File: config.mk
export PLATFORM = sky130hd
export DESIGN_NAME = vga_pattern_gen
export DESIGN_NICKNAME = d
export VERILOG_FILES = /design/src/rtl/vga_pkg.sv /design/src/rtl/vga_timing.sv /design/src/rtl/vga_pattern_gen.sv
export SDC_FILE = /design/constraint.sdc
export NUM_CORES = 1
export LEC_CHECK = 0
export ABC_AREA = 1
export CAP_MARGIN = 0
export CORE_MARGIN = 5
export CORE_UTILIZATION = 56
export DETAILED_ROUTE_END_ITERATION = 7
export GPL_ROUTABILITY_DRIVEN = 0
export PLACE_DENSITY = 0.78
export SYNTH_ARGS = -nofsm -noshare
export SYNTH_HDL_FRONTEND = slang
export SYNTH_SLANG_ARGS = --single-unit
File: constraint.sdc
create_clock -name clk_50mhz -period 16.53 [get_ports clk_50mhz]
set_input_delay 3.306 -clock clk_50mhz [delete_from_list [all_inputs] [get_ports clk_50mhz]]
set_output_delay 3.306 -clock clk_50mhz [all_outputs]
set_load 0.02 [all_outputs]
File: src/rtl/vga_pkg.sv
// rtl/vga_pkg.sv - shared timing defaults, pattern modes and bar colours for the VGA generator
package vga_pkg;

  localparam int H_ACTIVE_DEF = 640;
  localparam int H_FP_DEF     = 16;
  localparam int H_SYNC_DEF   = 96;
  localparam int H_BP_DEF     = 48;
  localparam int V_ACTIVE_DEF = 480;
  localparam int V_FP_DEF     = 10;
  localparam int V_SYNC_DEF   = 2;
  localparam int V_BP_DEF     = 33;
  localparam int BOX_SIZE     = 32;

  typedef enum logic [2:0] {
    PAT_BARS  = 3'd0,
    PAT_CHECK = 3'd1,
    PAT_RAMP  = 3'd2,
    PAT_SOLID = 3'd3,
    PAT_BOX   = 3'd4
  } pattern_e;

  // {R,G,B} on/off flags per bar, widened to full scale in the datapath
  localparam logic [2:0] BAR_COLORS [8] = '{
    3'b111, 3'b110, 3'b011, 3'b010, 3'b101, 3'b100, 3'b001, 3'b000
  };

  // One bounce step on a 0..lim axis: {moving_negative, new_position}
  function automatic logic [12:0] bounce_step(input logic [11:0] pos, input logic neg,
                                              input logic [11:0] lim);
    logic n;
    if (lim == 12'd0) return {neg, pos};
    n = neg;
    if (!neg && pos == lim) n = 1'b1;
    else if (neg && pos == 12'd0) n = 1'b0;
    return {n, n ? pos - 12'd1 : pos + 12'd1};
  endfunction

endpackage

File: src/rtl/vga_timing.sv
// rtl/vga_timing.sv - pixel clock divider, raster counters, sync/active decode and frame start
module vga_timing
  import vga_pkg::*;
#(
  parameter int H_ACTIVE  = H_ACTIVE_DEF,
  parameter int H_FP      = H_FP_DEF,
  parameter int H_SYNC    = H_SYNC_DEF,
  parameter int H_BP      = H_BP_DEF,
  parameter int V_ACTIVE  = V_ACTIVE_DEF,
  parameter int V_FP      = V_FP_DEF,
  parameter int V_SYNC    = V_SYNC_DEF,
  parameter int V_BP      = V_BP_DEF,
  parameter int HSYNC_POL = 0,
  parameter int VSYNC_POL = 0,
  parameter int CLK_DIV   = 2
) (
  input  logic        clk_50mhz,
  input  logic        reset_n,
  output logic        pix_ce,
  output logic        vga_clk,
  output logic [11:0] hc,
  output logic [11:0] vc,
  output logic        hsync,
  output logic        vsync,
  output logic        active,
  output logic        frame_start
);

  localparam int HT = H_ACTIVE + H_FP + H_SYNC + H_BP;
  localparam int VT = V_ACTIVE + V_FP + V_SYNC + V_BP;
  localparam logic [11:0] H_LAST = 12'(HT - 1);
  localparam logic [11:0] V_LAST = 12'(VT - 1);
  localparam logic [11:0] H_ACT  = 12'(H_ACTIVE);
  localparam logic [11:0] V_ACT  = 12'(V_ACTIVE);
  localparam logic [11:0] HS_BEG = 12'(H_ACTIVE + H_FP);
  localparam logic [11:0] HS_END = 12'(H_ACTIVE + H_FP + H_SYNC);
  localparam logic [11:0] VS_BEG = 12'(V_ACTIVE + V_FP);
  localparam logic [11:0] VS_END = 12'(V_ACTIVE + V_FP + V_SYNC);
  localparam logic [7:0]  DIV_LAST = 8'(CLK_DIV - 1);
  localparam logic [7:0]  DIV_HALF = 8'(CLK_DIV / 2);
  localparam logic        HS_ON = 1'(HSYNC_POL);
  localparam logic        VS_ON = 1'(VSYNC_POL);

  logic [7:0] div_cnt;

  always_ff @(posedge clk_50mhz or negedge reset_n) begin
    if (!reset_n) div_cnt <= '0;
    else if (pix_ce) div_cnt <= '0;
    else div_cnt <= div_cnt + 8'd1;
  end

  always_ff @(posedge clk_50mhz or negedge reset_n) begin
    if (!reset_n) begin
      hc <= '0;
      vc <= '0;
    end else if (pix_ce) begin
      if (hc == H_LAST) begin
        hc <= '0;
        vc <= (vc == V_LAST) ? 12'd0 : vc + 12'd1;
      end else begin
        hc <= hc + 12'd1;
      end
    end
  end

  assign pix_ce      = (div_cnt == DIV_LAST);
  assign vga_clk     = (div_cnt >= DIV_HALF);
  assign hsync       = (hc >= HS_BEG && hc < HS_END) ? HS_ON : ~HS_ON;
  assign vsync       = (vc >= VS_BEG && vc < VS_END) ? VS_ON : ~VS_ON;
  assign active      = (hc < H_ACT) && (vc < V_ACT);
  assign frame_start = pix_ce && (hc == 12'd0) && (vc == 12'd0);

endmodule

File: src/rtl/vga_pattern_gen.sv
// rtl/vga_pattern_gen.sv - test pattern generator: per-frame mode latch, bouncing box, registered VGA outputs
module vga_pattern_gen
  import vga_pkg::*;
#(
  parameter int H_ACTIVE  = H_ACTIVE_DEF,
  parameter int H_FP      = H_FP_DEF,
  parameter int H_SYNC    = H_SYNC_DEF,
  parameter int H_BP      = H_BP_DEF,
  parameter int V_ACTIVE  = V_ACTIVE_DEF,
  parameter int V_FP      = V_FP_DEF,
  parameter int V_SYNC    = V_SYNC_DEF,
  parameter int V_BP      = V_BP_DEF,
  parameter int HSYNC_POL = 0,
  parameter int VSYNC_POL = 0,
  parameter int CLK_DIV   = 2,
  parameter int COLOR_W   = 8
) (
  input  logic                   clk_50mhz,
  input  logic                   reset_n,
  input  logic [2:0]             mode_sel,
  input  logic [3*COLOR_W-1:0]   solid_rgb,
  output logic                   vga_clk,
  output logic                   vga_blank_n,
  output logic                   vga_sync_n,
  output logic                   vga_hsync,
  output logic                   vga_vsync,
  output logic [COLOR_W-1:0]     vga_r,
  output logic [COLOR_W-1:0]     vga_g,
  output logic [COLOR_W-1:0]     vga_b,
  output logic                   frame_start,
  output logic [15:0]            frame_cnt,
  output logic [7:0]             leds
);

  localparam int BAR_W = H_ACTIVE / 8;
  localparam logic [11:0] X_LIM  = 12'(H_ACTIVE - BOX_SIZE);
  localparam logic [11:0] Y_LIM  = 12'(V_ACTIVE - BOX_SIZE);
  localparam logic [11:0] BOX_SZ = 12'(BOX_SIZE);
  localparam logic [31:0] RAMP_MAX = 32'((1 << COLOR_W) - 1);
  localparam logic [31:0] RAMP_DEN = 32'(H_ACTIVE - 1);
  localparam logic HS_ON = 1'(HSYNC_POL);
  localparam logic VS_ON = 1'(VSYNC_POL);

  logic                 pix_ce, t_hsync, t_vsync, t_active;
  logic [11:0]          hc, vc;
  logic [2:0]           cur_mode, nx_mode, bar_idx, bar_rgb;
  logic [11:0]          box_x, box_y, nx_x, nx_y;
  logic                 box_dx, box_dy, nx_dx, nx_dy;
  logic                 in_box;
  logic [COLOR_W-1:0]   ramp_chan;
  logic [3*COLOR_W-1:0] pix_rgb, rgb_q;

  vga_timing #(
    .H_ACTIVE(H_ACTIVE), .H_FP(H_FP), .H_SYNC(H_SYNC), .H_BP(H_BP),
    .V_ACTIVE(V_ACTIVE), .V_FP(V_FP), .V_SYNC(V_SYNC), .V_BP(V_BP),
    .HSYNC_POL(HSYNC_POL), .VSYNC_POL(VSYNC_POL), .CLK_DIV(CLK_DIV)
  ) u_timing (
    .clk_50mhz  (clk_50mhz),
    .reset_n    (reset_n),
    .pix_ce     (pix_ce),
    .vga_clk    (vga_clk),
    .hc         (hc),
    .vc         (vc),
    .hsync      (t_hsync),
    .vsync      (t_vsync),
    .active     (t_active),
    .frame_start(frame_start)
  );

  // The nx_* values are what the frame-start edge will latch; using them for the
  // pixel at (0,0) keeps every pixel of a frame on the same mode and box position.
  always_comb begin
    nx_mode = cur_mode;
    nx_x    = box_x;
    nx_y    = box_y;
    nx_dx   = box_dx;
    nx_dy   = box_dy;
    if (frame_start) begin
      nx_mode = mode_sel;
      if (mode_sel == PAT_BOX) begin
        if (cur_mode != PAT_BOX) begin
          nx_x  = '0;
          nx_y  = '0;
          nx_dx = 1'b0;
          nx_dy = 1'b0;
        end else begin
          {nx_dx, nx_x} = bounce_step(box_x, box_dx, X_LIM);
          {nx_dy, nx_y} = bounce_step(box_y, box_dy, Y_LIM);
        end
      end
    end
  end

  always_comb begin
    bar_idx = 3'd7;
    for (int i = 6; i >= 0; i--) begin
      if (hc < 12'(BAR_W * (i + 1))) bar_idx = 3'(i);
    end
    bar_rgb   = BAR_COLORS[bar_idx];
    ramp_chan = COLOR_W'((32'(hc) * RAMP_MAX) / RAMP_DEN);
    in_box    = (hc >= nx_x) && (hc < nx_x + BOX_SZ) && (vc >= nx_y) && (vc < nx_y + BOX_SZ);
    pix_rgb   = '0;
    case (nx_mode)
      PAT_BARS:  pix_rgb = {{COLOR_W{bar_rgb[2]}}, {COLOR_W{bar_rgb[1]}}, {COLOR_W{bar_rgb[0]}}};
      PAT_CHECK: pix_rgb = (hc[5] ^ vc[5]) ? '0 : '1;
      PAT_RAMP:  pix_rgb = {3{ramp_chan}};
      PAT_SOLID: pix_rgb = solid_rgb;
      PAT_BOX:   pix_rgb = in_box ? '1 : {{(2*COLOR_W){1'b0}}, {COLOR_W{1'b1}}};
      default:   pix_rgb = '0;
    endcase
  end

  always_ff @(posedge clk_50mhz or negedge reset_n) begin
    if (!reset_n) begin
      rgb_q       <= '0;
      vga_blank_n <= 1'b0;
      vga_hsync   <= ~HS_ON;
      vga_vsync   <= ~VS_ON;
      frame_cnt   <= '0;
      cur_mode    <= PAT_BARS;
      box_x       <= '0;
      box_y       <= '0;
      box_dx      <= 1'b0;
      box_dy      <= 1'b0;
    end else if (pix_ce) begin
      rgb_q       <= t_active ? pix_rgb : '0;
      vga_blank_n <= t_active;
      vga_hsync   <= t_hsync;
      vga_vsync   <= t_vsync;
      cur_mode    <= nx_mode;
      box_x       <= nx_x;
      box_y       <= nx_y;
      box_dx      <= nx_dx;
      box_dy      <= nx_dy;
      if (frame_start) frame_cnt <= frame_cnt + 16'd1;
    end
  end

  assign vga_r      = rgb_q[3*COLOR_W-1:2*COLOR_W];
  assign vga_g      = rgb_q[2*COLOR_W-1:COLOR_W];
  assign vga_b      = rgb_q[COLOR_W-1:0];
  assign vga_sync_n = 1'b0;
  assign leds       = {5'b0, cur_mode};

endmodule

; After elaboration in Yosys (flattened, before gate mapping)
; Memory sizes are Yosys's and may differ from the RTL's.
; Cells that the tools add are included.
[totals]
ff_bits = 104
mem_bits_ro = 24
input_bits = 29
out_inout_bits = 54
elab_cells = 119
memories = 1
[classes]
n_addsub = 10
multipliers = 1
div_mod_pow = 1
magnitude_cmp = 19
eq_ne = 11
n_mux = 39
n_bitwise = 2
n_reduce_logical = 22
[memory_table]
columns = memory, words, word_bits, rd, rd_ports_with_merged_regs, wr, line
row1 = (name not given), 8, 3, 1, 0, 0, vga_pattern_gen.sv:99  ; bar_rgb = BAR_COLORS[bar_idx];
[ops]
columns = operator, n
row1 = $mux W12, 10
row2 = $pmux W24 S5, 1
row3 = $mux W24, 3
row4 = $lt A12 B9 Y1 const B, 5
row5 = $add A12 B1 Y12 const B, 4
row6 = $logic_not A12 Y1, 4
row7 = $eq A12 B10 Y1 const B, 3
row8 = $lt A12 B10 Y1 const B, 3
row9 = $div A20 B10 Y32 const B, 1
row10 = $mux W3, 9
row11 = $add A12 B6 Y12 const B, 2
row12 = $ge A12 B12 Y1, 2
row13 = $lt A12 B12 Y1, 2
row14 = $lt A12 B8 Y1 const B, 2
row15 = $sub A12 B1 Y12 const B, 2
row16 = $mul A12 B8 Y20 const B, 1
row17 = $add A16 B1 Y16 const B, 1
row18 = $mux W1, 15
row19 = $eq A12 B9 Y1 const B, 1
row20 = $ge A12 B10 Y1 const B, 1
row21 = $ge A12 B9 Y1 const B, 1
row22 = $logic_and A1 B1 Y1, 12
row23 = $lt A12 B7 Y1 const B, 1
row24 = $add A8 B1 Y8 const B, 1
row25 = 14 further kinds, 18

; Longest topological paths before layout
[logic_depth]
depth_word = 19
depth_mapped = 100
depth_no_buf = 96

; Cells and area by module
; From an unflattened synthesis, not the netlist that was laid out.
[hier_totals]
cells_unflattened = 2182
area_unflattened_um2 = 14178.6
[by_module_without_submodules]
columns = module, n_inst, cells_per_inst, area_each_um2, seq_area_each_um2
row1 = vga_pattern_gen, 1, 1916, 12159.2, 1804.2
row2 = vga_timing, 1, 266, 2019.4, 800.8

; Worst setup path before layout
; Ideal clock, no wire load.
[synth_timing]
kind = reg2reg
start = register u_timing.hc[9]
end = register rgb_q[0]
setup_time_ns = 0.116
t_arrival_ns = 10.505
required_ns = 16.414
setup_slack_ns = 5.908
path_stages_with_launch = 90
n_path_buf = 6
period_less_slack_ns = 10.622
cell_sequence = dfrtp_1 -> fa_1 -> fa_1 -> fa_1 -> inv_1 -> fa_1 -> inv_1 -> ha_1 -> nand2_1 -> inv_1 -> nand2_1 -> nand2_1 -> a21oi_1 -> nand2_1 -> nand2_1 -> nand2_1 -> nand2_1 -> nor2_4 -> (+54 left out) -> nand2_1 -> nand2_1 -> inv_1 -> ha_1 -> nand3_1 -> nor2_2 -> nand3_2 -> nand3_2 -> buf_6 -> nand3_1 -> xor2_1 -> nand2_1 -> nand2_1 -> nand2_1 -> nand2_1 -> nand3_1 -> nand2_1 -> nand2_1
[synth_via]
elab_chain_len = 14
[synth_rtl]
columns = item, line
row1 = from (decl), vga_timing.sv:21  ; output logic [11:0] hc,
row2 = from (signal assigned), vga_timing.sv:61  ; hc <= hc + 12'd1;
row3 = "parallel branches: the longest is 13 deep, another holds $div A20 B10 Y32", -
row4 = $mux W24 (*), vga_pattern_gen.sv:126  ; rgb_q <= t_active ? pix_rgb : '0;
row5 = to (signal assigned), vga_pattern_gen.sv:126
row6 = to (decl), vga_pattern_gen.sv:51  ; logic [3*COLOR_W-1:0] pix_rgb, rgb_q;
; Every way passes the cells marked *. The select of a mux whose other input is x is not followed.
; A chain may end at the register's enable or synchronous reset.

; Worst setup path in the final report
; Ends and elaborated chain as after synthesis.

==> metrics <==
drt drc 0; CTS tree built; Met3 Wirelength 1.56 mm; outcome complete, no violations; hold path startpoint rgb_q[14]; slowest stage delay, CP 680 ps; drt total wl 35.1 mm; sw frac 28.8%; clock-pin slew on the worst setup and hold paths 70 ps; Comb power frac 15.5%; WP buf/inv 7; CP Launch Type flip-flop; area leader, netlist dfrtp_1; WL met2 17.0 mm; CTS Root Cell clkbuf_16; Clk pwr share 37.3%; Die Wd 168 um; cell family with most CP delay simple AND/OR/NAND/NOR gates; final hold violation count 0; TritonCTS Buffers 9; VDD IR max 0.0000406 V; setup TNS 0 ps; Ys Warns 0; pwr dens 36.9 nW/um^2; Final setup violation count 0; CP Capture Type flip-flop; Routed Antenna Nets 0; die height 168 um; RSZ-0062 raised after global routing no; 1st-iter DRT viols 1015; CP startpoint u_timing.hc[9]; DR pass1 iterations 5; Ports 83; initial core utilization 57.1%; critical path data arrival time 12910 ps; clock sinks 104; reg-to-reg startpoint u_timing.hc[9]; Layout area overhead 9.41%; max-cap violation count 0; Die Area 28100 sq um; H-tree levels 3; Fmax achieved 79.0 MHz; r2r setup slk 3870 ps; most common cell after layout, fill and taps aside nand2_1; site row count 57; pin count of the biggest net entering global routing 79; worst skew pair latency 350 ps; Slowest-stage cell, CP dfrtp_1; layout cells sized above 1 7.05%; CP Max Fanout 13; Worst-Margin Slew 1040 ps; Synth Register Bits 104; ANT cells 0; gr ovfl total 0; top cells by area, synth dfrtp_1, nand2_1, ha_1; filler cell count 2267; post-CTS sizing 0; Post-synth ARST share 100%; Clock Skew 11.6 ps; setup bufs post-CTS 0; Netlist cell types 58; Final Max Tran Viols 0; min Tclk post-route 12660 ps; vias in the first global route 13000; initial antenna violation count 0; Max clock buf depth 2; Synth Flop Type dfrtp_1; Vias 13600; DR WL/cell 14.0 um; met1 wire length 15.7 mm; critical path's most frequent cell nand2_1; sequential share of the synthesized area 18.7%; DP HPWL 28.5 mm; Synth Cell Area 13900 sq um; internal power 400 uW; GRT Util Overall 24.7%; I/O Buffers 76; total power 562 uW; Reg power frac 47.3%; core area 24400 sq um; Mapped Cells 2109; Final Net Count 2386; Worst Path Required 16780 ps; Psw 162 uW; Leak 8.20 nW; CP Class reg -> reg; relative slew slack 30.9%; crit share post-route 76.6%; Hold Path Class reg -> reg; Max Used Layer met4; first-pass GRT wire length 60.2 mm; share of the synthesized area in the top cell type 18.3%; number of synthesized flops with an enable pin 0; Vias/cell 5.41; cts hold-fix bufs 0; syn avg cell area 6.60 sq um; most frequent cells in the layout nand2_1, inv_1, nand3_1
state kept, by name, summed over array words and instances, names as in the netlist:
name,flops
cur_mode,3
frame_cnt,16
box_x,12
box_dy,1
u_timing.vc,12
rgb_q,24
u_timing.div_cnt,8
u_timing.hc,12
vga_hsync,1
vga_blank_n,1
box_y,12
vga_vsync,1
box_dx,1
cell usage after synthesis (11+ instances only):
cell / number
a21oi_1: 61
clkbuf_1: 11
dfrtp_1: 102
fa_1: 52
ha_1: 126
inv_1: 364
inv_2: 13
nand2_1: 578
nand2_2: 44
nand2_4: 11
nand3_1: 185
nand3_2: 16
nand4_1: 30
nor2_1: 152
nor2_2: 13
nor3_1: 41
nor4_1: 13
o21a_1: 13
o21ai_0: 98
o21ai_1: 14
xnor2_1: 13
xor2_1: 45
power by group through the flow:
stage               clock network (mW)  logic, mW  registers, mW
floorplan                            0     0.0462          0.276
global placement                     0     0.0841          0.270
detailed placement                   0     0.0866          0.270
CTS                              0.211     0.0872          0.265
global route                     0.222     0.0965          0.266
finish                           0.209     0.0869          0.266
area by class of cell:
type,count,area (sq um),area share (%)
Clock buffer,9,225,1.48
Clock inverter,6,55.1,0.362
Inverter,380,1430,9.38
Multi-Input combinational cell,1603,9710,63.8
Sequential cell,104,2610,17.1
Tap cell,324,405,2.66
Timing Repair Buffer,81,796,5.23
worst reg2reg max path: cells and delay by family (launching register included):
kind / cells / cell delay, ps
AO/OA/AOI/OAI: 2 / 490
XOR/XNOR: 1 / 140
adder cells (fa/ha/maj): 6 / 2710
buffers and inverters: 7 / 490
flip-flops: 1 / 680
AND/OR/NAND/NOR: 63 / 8040
routing by layer:
metal	global-route usage, %	up-vias
met3	1.84	56
met1	32.8	6315
met4	7.09	0
li1	-	6823
met5	0	-
met2	43.6	369
through the flow:
step / worst slack (ps) / utilization, % / instance area (sq um) / std cells / hold slack [ps]
floorplan: 5910 / - / 13900 / 2114 / 465
global placement: 4310 / 61.3 / 14900 / 2492 / 460
detailed placement: 3940 / 61.3 / 14900 / 2492 / 465
CTS: 3890 / 62.4 / 15200 / 2507 / 485
global route: 2490 / 62.4 / 15200 / 2507 / 492
finish: 3870 / 62.4 / 15200 / 2507 / 482
cells by family after synthesis:
| kind of cell | after synthesis | synth area share, % |
|---|---|---|
| AOI/OAI and AO/OA | 236 | 9.84 |
| xor gates and xnor gates | 59 | 3.77 |
| adders and majority gates | 178 | 18.8 |
| buffers and inverters | 407 | 11.6 |
| DFF | 104 | 18.7 |
| other | 1 | 0.0269 |
| and+or+nand+nor | 1124 | 37.2 |
final timing paths:
| kind | end | cells after the start |
|---|---|---|
| worst max-delay path | rgb_q[0] | 79 |
| worst min-delay path | rgb_q[14] | 2 |
| worst max register to register | rgb_q[0] | 79 |
| worst min register to register | rgb_q[14] | 2 |
| max in group asynchronous | rgb_q[17] | 2 |
| min in group asynchronous | box_y[9] | 1 |
Power figures use the tool's default switching activity.
